--- src/rtl/fir_pkg.sv ---
// Shared definitions for the FIR frame controller: state encodings,
// default frame geometry and sample width.
package fir_pkg;

    localparam int FRAME_LEN_D = 1024;
    localparam int TAPS_D      = 32;
    localparam int DW_D        = 16;
    localparam int CNT_W       = $clog2(FRAME_LEN_D);

    typedef enum logic [2:0] {
        ST_IDLE,
        ST_FILL,
        ST_RUN,
        ST_PAD,
        ST_DONE
    } state_e;

endpackage

--- src/rtl/counter.sv ---
// Up-counter with synchronous clear and hold; clear wins over advance.
module counter #(
    parameter int W = 10
) (
    input  logic         clk,
    input  logic         rst,
    input  logic         clr,
    input  logic         keep,
    output logic [W-1:0] cnt
);

    always_ff @(posedge clk or negedge rst) begin
        if (!rst)      cnt <= '0;
        else if (clr)  cnt <= '0;
        else if (!keep) cnt <= cnt + 1'b1;
    end

endmodule

--- src/rtl/fir_frame_ctrl.sv ---
// Frame sequencer for a streaming FIR datapath: prime taps, stream a frame,
// flush with zeros, and register the datapath result behind a handshake.
module fir_frame_ctrl
    import fir_pkg::*;
#(
    parameter int FRAME_LEN = FRAME_LEN_D,
    parameter int TAPS      = TAPS_D,
    parameter int DW        = DW_D
) (
    input  logic          clk,
    input  logic          rst,
    input  logic          start,
    input  logic          abort,
    input  logic [DW-1:0] in_data,
    input  logic          in_valid,
    output logic          in_ready,
    output logic [DW-1:0] fir_in,
    output logic          fir_in_valid,
    output logic          fir_clr,
    input  logic [DW-1:0] fir_out,
    output logic [DW-1:0] out_data,
    output logic          out_valid,
    input  logic          out_ready,
    output logic          out_first,
    output logic          out_last,
    output logic          frame_done,
    output logic          busy
);

    localparam int CW = $clog2(FRAME_LEN);

    state_e        state;
    logic [CW-1:0] smp_cnt;
    logic [CW-1:0] out_cnt;
    logic          stall, feeding, xfer, pad_inj, fire, accept;
    logic          go, fill_end, run_end, smp_clr;

    // A held output beat freezes the whole pipeline, including the zero flush.
    assign stall    = out_valid & ~out_ready;
    assign feeding  = (state == ST_FILL) || (state == ST_RUN);
    assign in_ready = feeding & ~stall & ~abort;
    assign xfer     = in_ready & in_valid;
    assign pad_inj  = (state == ST_PAD) && (smp_cnt != CW'(TAPS-1)) && !stall && !abort;
    assign fire     = ((state == ST_RUN) && xfer) || pad_inj;
    assign accept   = out_valid & out_ready;

    assign fir_in_valid = xfer | pad_inj;
    assign fir_in       = xfer ? in_data : '0;

    assign go       = (state == ST_IDLE) && start && !abort;
    assign fir_clr  = rst & (abort | go);
    assign fill_end = (state == ST_FILL) && xfer && (smp_cnt == CW'(TAPS-2));
    assign run_end  = (state == ST_RUN) && xfer && (smp_cnt == CW'(FRAME_LEN-TAPS));
    assign smp_clr  = abort | go | fill_end | run_end;
    assign busy     = (state != ST_IDLE);

    counter #(.W(CW)) u_smp_cnt (
        .clk  (clk),
        .rst  (rst),
        .clr  (smp_clr),
        .keep (~(xfer | pad_inj)),
        .cnt  (smp_cnt)
    );

    always_ff @(posedge clk or negedge rst) begin
        if (!rst) begin
            state      <= ST_IDLE;
            out_cnt    <= '0;
            out_data   <= '0;
            out_valid  <= 1'b0;
            out_first  <= 1'b0;
            out_last   <= 1'b0;
            frame_done <= 1'b0;
        end else begin
            frame_done <= 1'b0;
            if (abort) begin
                state     <= ST_IDLE;
                out_cnt   <= '0;
                out_valid <= 1'b0;
                out_first <= 1'b0;
                out_last  <= 1'b0;
            end else begin
                if (fire) begin
                    out_data  <= fir_out;
                    out_valid <= 1'b1;
                    out_first <= (out_cnt == '0);
                    out_last  <= (out_cnt == CW'(FRAME_LEN-1));
                    out_cnt   <= out_cnt + 1'b1;
                end else if (accept) begin
                    out_valid <= 1'b0;
                end
                case (state)
                    ST_IDLE: if (start) begin
                        state   <= ST_FILL;
                        out_cnt <= '0;
                    end
                    ST_FILL: if (fill_end) state <= ST_RUN;
                    ST_RUN:  if (run_end)  state <= ST_PAD;
                    ST_PAD:  if (accept && out_last) begin
                        state      <= ST_DONE;
                        frame_done <= 1'b1;
                    end
                    ST_DONE: state <= ST_IDLE;
                    default: state <= ST_IDLE;
                endcase
            end
        end
    end

endmodule
--- config.mk ---
export PLATFORM = sky130hd
export DESIGN_NAME = fir_frame_ctrl
export DESIGN_NICKNAME = d
export VERILOG_FILES = /design/src/rtl/fir_pkg.sv /design/src/rtl/counter.sv /design/src/rtl/fir_frame_ctrl.sv
export SDC_FILE = /design/constraint.sdc
export NUM_CORES = 1
export LEC_CHECK = 0
export BUFFER_PORTS_ARGS = -buffer_cell sky130_fd_sc_hd__buf_4
export CAP_MARGIN = 15
export CORE_MARGIN = 2
export CORE_UTILIZATION = 54
export DETAILED_ROUTE_END_ITERATION = 12
export PLACE_DENSITY = 0.94
export SLEW_MARGIN = 10
export SYNTH_ARGS = -nofsm -noshare
export SYNTH_HDL_FRONTEND = slang
export SYNTH_SLANG_ARGS = --single-unit
--- constraint.sdc ---
create_clock -name clk -period 6.19 [get_ports clk]
set_clock_uncertainty 0.15 [all_clocks]
set_input_delay 0.619 -clock clk [delete_from_list [all_inputs] [get_ports clk]]
set_output_delay 0.619 -clock clk [all_outputs]
set_load 0.03 [all_outputs]
==> summary.md, run 1 <==
| Metric | Value |
|---|---|
| Status | `complete, no violations` |
| Antenna violations before repair | `0` |
| Internal Power | `0.589 mW` |
| Most area-hungry cell type in the Yosys netlist | `dfrtp_1` |
| Proportion of power drawn by the clock network | `0.289` |
| Clock buffers created by TritonCTS | `5` |
| Power dissipated by switching net loads | `0.297 mW` |
| Clock input transition at the sequential cells of the worst setup and hold paths | `0.08 ns` |
| Synth area leaders | `dfrtp_1, nand2_1, and2_1, a21oi_1, nor2_1` |
| Library cell with the highest instance count after synthesis | `nand2_1` |
| Power per cell area | `291 nW/µm²` |
| Clock tree from TritonCTS | `built` |
| Total via count after detailed routing | `2,144` |
| Slew Viols, Final | `0` |
| Min cycle time layout | `3.09 ns` |
| Synthesis-stage register bit count | `43` |
| Synth warn | `0` |
| Router iterations before antenna repair | `4` |
| Most frequent cells after synthesis | `nand2_1, dfrtp_1, and2_1` |
| Slew @ Worst Pin | `0.794 ns` |
| Layout cell share with drive strength beyond 1 | `0.278` |
| Final worst setup slack | `3.10 ns` |
| Largest incremental delay on the critical path | `0.68 ns` |
| Post-Syn Nets | `301` |
| RSZ-0062 raised after global routing | `no` |
| Fmax achieved | `0.324 GHz` |
| Max-cap viol count | `0` |
| Clock latency on the worst-skew pair | `0.29 ns` |
| Worst min-delay path class | `in -> async` |
| Category of the critical setup timing path | `reg -> out` |
| Ant diodes | `0` |
| Share of the synthesized area in the top cell type | `0.469` |
| Number of port buffers | `77` |
| Remaining antenna violation count | `0` |
| CP max stage cell | `a21oi_1` |
| Buffers inserted during post-CTS setup optimization | `0` |
| GRT Total Usage | `0.242` |
| Min Hold Slack | `0.153 ns` |
| Met3 track demand over resource | `0.0629` |
| Per-cell routed wire length | `14.6 µm` |
| Via count of the first global-routing pass | `2,083` |
| Endpoint kind of the worst setup timing path | `output port` |
| Max FO, Critical Path | `11` |
| Footprint of the multi-input gates | `1150 µm²` |
| Placement Rows | `23` |
| Area growth from synthesis to final layout | `32.8%` |
| Sinks on the clock net | `43` |
| Leakage dissipation | `1.48 nW` |
| Crit path DAT | `2.32 ns` |
| Number of endpoints with negative hold slack in the final report | `0` |
| Per-instance average area after synthesis | `8.88 µm²` |
| Routed Wire Length | `5600 µm` |
| Total gr overflow | `0` |
| Total setup violations reported at the end of the flow | `0` |
| Startpoint Class | `register` |
| Area of the die | `4780 µm²` |
| Pin count of the biggest net entering global routing | `45` |
| List of cells traversed by the critical path | `nor4b_2 -> nand3_1 -> a21oi_1 -> inv_1 -> buf_4` |
| Register share of total power | `0.396` |
| Number of design-rule violations left by the first detailed-router iteration | `223` |
| Global Route met1 Usage | `0.288` |
| Post-synthesis instance area | `2290 µm²` |
| Average vias per placed instance | `5.57` |
| Post-synthesis async set-or-reset flop share | `1.00` |
| Number of instances in the synthesized netlist | `258` |
| Slew headroom | `0.471` |
| Layer with the highest usage after global routing | `met2` |
| Total DRC errors in the routed layout | `0` |
| Combinational cell fraction of total power | `0.315` |
| Number of nets in the final layout | `377` |
| Dominant register cell in the synthesized netlist | `dfrtp_1` |
| Global-route wire length before repair | `9420 µm` |
| Maximum level of the CTS H-tree | `2` |
| Clk Tree Root Cell | `clkbuf_8` |
| HPWL after detailed placement | `4040 µm` |
| Post-cts hold buffer count | `0` |
| Global placer's final weighted congestion | `0.904` |
| Register Area | `1080 µm²` |
| DIE WIDTH | `69.2 µm` |
| Cells resized by post-CTS repair | `0` |
| Worst path required time | `5.42 ns` |
| Part of the Yosys area used for sequential elements | `0.469` |
| Post-placement setup slack | `3.19 ns` |
| I/O pin count | `78` |
| Worst-case clock buffer depth | `2` |
| Switching Share | `0.335` |
| Final period utilization | `0.499` |
| Number of different library cells in the post-synthesis netlist | `42` |
| Max VDD drop | `0.215 mV` |
| Count of flip-flops with a built-in enable after synthesis | `0` |
| GRT met2 Usage | `0.417` |
| Setup total negative slack | `0 ns` |
| Initial cell density of the core | `0.569` |
| Die Y | `69.2 µm` |
| Number of cells on the worst reg-to-reg path | `5` |
| Core Box Area | `4030 µm²` |
| Number of filler instances in the final layout | `279` |
[per-layer routing]
metal  vias up  share of wire
met2        88           0.52
met4         0          0.020
met5         -              0
met1      1010           0.40
li1       1035              -
met3        11          0.062
[placed cells by master, fill, tap and decap left out, types with 2 or more instances in the layout]
master / netlist / layout
nand3_1: 6 / 6
nor4b_2: 2 / 2
o21a_1: 2 / 2
nand4b_1: 2 / 2
xor2_1: 3 / 3
ha_1: 5 / 5
nand2_1: 64 / 64
o31a_1: 4 / 4
xnor2_1: 3 / 3
nand2b_1: 2 / 2
a21oi_1: 13 / 13
and2_1: 18 / 18
nand4_1: 5 / 5
nor2b_1: 2 / 2
o31ai_1: 4 / 4
nor3_1: 2 / 2
o21ai_0: 11 / 11
mux2i_1: 4 / 4
inv_1: 9 / 9
clkbuf_8: 0 / 5
dfrtp_1: 43 / 43
buf_4: 0 / 79
bufinv_16: 0 / 2
or4_1: 4 / 4
nor2_1: 17 / 17
nor4_1: 2 / 2
or3_1: 5 / 5
[per-stage QoR]
step           std cells   util  power, mW  area (µm²)
3_3_place_gp         377  0.723      0.631        2910
5_1_grt              385  0.756      0.926        3040
6_report             385  0.756      0.886        3040
3_5_place_dp         377  0.723      0.638        2910
4_1_cts              385  0.756      0.891        3040
2_1_floorplan        258      -      0.516        2290
[critical path, delay by kind of cell, from the launching register on]
family | cells | cell delay, ns
AND/OR/NAND/NOR | 2 | 0.61
buffers and inverters | 2 | 0.29
flip-flops | 1 | 0.44
AO/OA/AOI/OAI | 1 | 0.68
[flip-flops by register name, indices dropped and copies added (netlist names)]
| signal | count |
|---|---|
| out_cnt | 10 |
| out_valid | 1 |
| u_smp_cnt.cnt | 10 |
| frame_done | 1 |
| out_last | 1 |
| out_data | 16 |
| out_first | 1 |
| state | 3 |
[area by class of cell]
| cell class | count | share of cell area |
|---|---|---|
| multi-input combinational | 196 | 0.376 |
| sequential | 43 | 0.353 |
| timing repair buffer | 79 | 0.195 |
| clock buffer | 6 | 0.0238 |
| tap | 50 | 0.0206 |
| clock inverter | 2 | 0.0197 |
| inverter | 9 | 0.0111 |
[final timing paths]
check / start / endpoint / slack (ns)
setup / recovery: u_smp_cnt.cnt[5] / fir_in_valid / 3.10
hold / removal: rst / u_smp_cnt.cnt[0] / 0.15
setup reg to reg: u_smp_cnt.cnt[3] / u_smp_cnt.cnt[7] / 3.72
hold reg to reg: out_data[8] / out_data[8] / 0.32
max in group asynchronous: rst / out_last / 5.36
min in group clk: out_data[8] / out_data[8] / 0.32
[power groups by stage]
stage                     clock network, mW  registers [mW]  logic (mW)
after floorplan                           0           0.440      0.0761
after global placement                    0           0.356       0.275
after detailed placement                  0           0.357       0.281
after CTS                             0.257           0.352       0.282
after global routing                  0.270           0.359       0.297
final                                 0.256           0.351       0.279
[logic make-up (layout without fill, tap and decap cells)]
| logic type | Yosys count | count (layout) | share of synthesized area |
|---|---|---|---|
| simple gates | 140 | 140 | 0.311 |
| compound gates | 41 | 41 | 0.118 |
| flops | 43 | 43 | 0.469 |
| mux | 4 | 4 | 0.0175 |
| fa+ha+maj | 5 | 5 | 0.0273 |
| xor+xnor | 6 | 6 | 0.0229 |
| buf+inv | 19 | 96 | 0.0338 |
(Power assumes the default switching activity.)
==> run 2, diff against run 1 <==
Settings changed: CORE_UTILIZATION 54 to 45, PLACE_DENSITY 0.94 to 0.85.
Clock period 6.19 ns to 2.8 ns, I/O delays scaled along.
==> run 2 against run 1 <==
Net effect:
- worst hold slack got worse by 0.13 ns
- flip-flop and latch count unchanged
- setup slack got worse by 2.8 ns
- global-route usage is 4.8 points lower
- total power increased by 100%
- largest power group unchanged
==> summary.md, run 2 (synthesis gave the netlist of run 1 again) <==
| Metric | Value |
|---|---|
| Clock latency on the worst-skew pair | `0.29 ns (about the same)` |
| Die Y | `75.4 µm (+9.0%)` |
| Buffers inserted during post-CTS setup optimization | `0 (unchanged)` |
| Total DRC errors in the routed layout | `0 (unchanged)` |
| Switching Share | `0.368 (+0.0329)` |
| Core Box Area | `4820 µm² (+20%)` |
| Fmax achieved | `0.403 GHz` |
| Worst min-delay path class | `in -> reg` |
| Worst-case clock buffer depth | `2 (unchanged)` |
| Leakage dissipation | `1.47 nW (-0.74%)` |
| Most common cell after layout, fill and taps aside | `buf_4` |
| Setup total negative slack | `0 ns (unchanged)` |
| Layout cell share with drive strength beyond 1 | `0.281 (+0.00345)` |
| Footprint of the multi-input gates | `1150 µm² (unchanged)` |
| I/O pin count | `78 (unchanged)` |
| Placed Instances | `396 (+5.0%)` |
| Total gr overflow | `0 (unchanged)` |
| Number of design-rule violations left by the first detailed-router iteration | `125 (-44%)` |
| RSZ-0062 raised after global routing | `no` |
| Met3 track demand over resource | `0.0437 (-0.0192)` |
| Via count of the first global-routing pass | `1,926 (-7.5%)` |
| Endpoint kind of the worst setup timing path | `output port` |
| Final period utilization | `0.885` |
| Register bank with the most flops | `out_data` |
| Number of nets in the final layout | `380 (+0.80%)` |
| GRT Total Usage | `0.194 (-0.0476)` |
| Router iterations before antenna repair | `4 (unchanged)` |
| Global Route met1 Usage | `0.257 (-0.0307)` |
| Total setup violations reported at the end of the flow | `0 (unchanged)` |
| Status | `complete, no violations` |
| Global-route wire length before repair | `8510 µm (-9.6%)` |
| HPWL after detailed placement | `3900 µm (-3.5%)` |
| Clk Tree Root Cell | `clkbuf_8` |
| Slew headroom | `0.472 (+0.00183)` |
| Startpoint Class | `register` |
| Average vias per placed instance | `5.25 (-5.6%)` |
| Register share of total power | `0.435 (+0.039)` |
| Post-placement setup slack | `0.405 ns (-2.79 ns)` |
| Maximum level of the CTS H-tree | `2 (unchanged)` |
| Clock tree from TritonCTS | `built` |
| Crit path DAT | `2.05 ns (-0.27 ns)` |
| Clock input transition at the sequential cells of the worst setup and hold paths | `0.08 ns (about the same)` |
| Global placer's final weighted congestion | `0.903 (about the same)` |
| Power dissipated by switching net loads | `0.654 mW (+120%)` |
| Category of the critical setup timing path | `reg -> out` |
| Max FO, Critical Path | `17 (+6)` |
| Register Area | `1080 µm² (unchanged)` |
| Area growth from synthesis to final layout | `32.8% (about the same)` |
| Final worst setup slack | `0.321 ns (-2.78 ns)` |
| Most frequent cells in the layout | `buf_4, nand2_1, dfrtp_1` |
| Per-cell routed wire length | `13.0 µm (-11%)` |
| Clock buffers created by TritonCTS | `5 (unchanged)` |
| Total via count after detailed routing | `2,128 (-0.75%)` |
| Final non-filler cell total | `405 (+5.2%)` |
| GRT met2 Usage | `0.316 (-0.101)` |
| Initial cell density of the core | `0.476 (-0.0931)` |
| Slew Viols, Final | `0 (unchanged)` |
| Sinks on the clock net | `43 (unchanged)` |
| Area of the die | `5680 µm² (+19%)` |
| Biggest regs | `out_data x16, out_cnt x10, u_smp_cnt.cnt x10` |
| Remaining antenna violation count | `0 (unchanged)` |
| Cells resized by post-CTS repair | `0 (unchanged)` |
| Proportion of power drawn by the clock network | `0.218 (-0.071)` |
| Antenna violations before repair | `0 (unchanged)` |
| Number of endpoints with negative hold slack in the final report | `0 (unchanged)` |
| Slew @ Worst Pin | `0.791 ns (-0.00275 ns)` |
| Ant diodes | `0 (unchanged)` |
| Max-cap viol count | `0 (unchanged)` |
| Pin count of the biggest net entering global routing | `44 (-2.2%)` |
| Number of port buffers | `77 (unchanged)` |
| Min cycle time layout | `2.48 ns` |
| Max VDD drop | `0.364 mV (+69%)` |
| Worst path required time | `2.37 ns (-3.05 ns)` |
| Routed Wire Length | `5270 µm (-6.0%)` |
| DIE WIDTH | `75.4 µm (+9.0%)` |
| Number of filler instances in the final layout | `437 (+57%)` |
| Internal Power | `1.12 mW (+91%)` |
| Max FFs per register | `16 (unchanged)` |
| Combinational cell fraction of total power | `0.347 (+0.032)` |
| Placement Rows | `25 (+8.7%)` |
| Power per cell area | `584 nW/µm² (+100%)` |
| Layer with the highest usage after global routing | `met2` |
==> run 2: cell count changes in the layout (fill, tap and decap cells not counted) <==
cell	previous run	this run
clkinvlp_4	0	1
bufinv_16	2	0
dlygate4sd3_1	0	1
clkinv_2	0	1
buf_4	79	81
==> run 2: area by class of cell <==
| cell class | count | share of cell area |
|---|---|---|
| Tap cell | 67 | 0.0275 |
| Timing Repair Buffer | 82 | 0.203 |
| Clock buffer | 6 | 0.0238 |
| Clock inverter | 2 | 0.00411 |
| Multi-Input combinational cell | 196 | 0.377 |
| Inverter | 9 | 0.0111 |
| Sequential cell | 43 | 0.354 |
==> run 2: timing repair <==
item                       4_1_cts  5_1_grt
setup endpoints to repair        0        0
hold buffers                     1        0
hold endpoints to repair        43        0
==> run 2: path summary, 6_finish.rpt <==
check | startpoint | endpoint | slack [ns] | cells after the start
worst max-delay path | state[2] | fir_in[7] | 0.32 | 5
worst min-delay path | fir_out[15] | out_data[15] | 0.03 | 3
worst max register to register | u_smp_cnt.cnt[4] | u_smp_cnt.cnt[2] | 0.37 | 5
worst min register to register | out_data[7] | out_data[7] | 0.32 | 2
max in group asynchronous | rst | u_smp_cnt.cnt[7] | 1.68 | 3
min in group asynchronous | rst | out_cnt[7] | 0.46 | 3
==> run 2: metrics by stage <==
stage | total power [mW] | instance area, µm² | util | hold WS (ns)
floorplan | 1.14 | 2290 | - | -0.166
global placement | 1.40 | 2950 | 0.612 | 0.252
detailed placement | 1.41 | 2950 | 0.612 | 0.252
CTS | 1.80 | 3040 | 0.632 | 0.0188
global route | 1.88 | 3040 | 0.632 | 0.0246
finish | 1.78 | 3040 | 0.632 | 0.0251
==> run 2: power groups by stage <==
stage	Clock, mW	Combinational [mW]	Sequential (mW)
CTS	0.397	0.625	0.774
finish	0.388	0.617	0.773
global route	0.421	0.668	0.788
global placement	0	0.613	0.785
floorplan	0	0.168	0.972
detailed placement	0	0.623	0.786
==> run 2: routing by layer <==
layer  part of all wire  routed length (µm)  up-vias
met5                  0                   0        -
met4              0.017                  89        0
met3              0.071                 375       10
met2               0.49                2580       90
met1               0.42                2220      985
li1                   -                   -     1043
==> run 2: worst max-delay path, cell delays in order, from the launching register on <==
cell and delay (ns):
dfrtp_1 0.41, or2_4 0.27, nor4b_2 0.47, buf_4 0.27, and2_1 0.16, buf_4 0.16
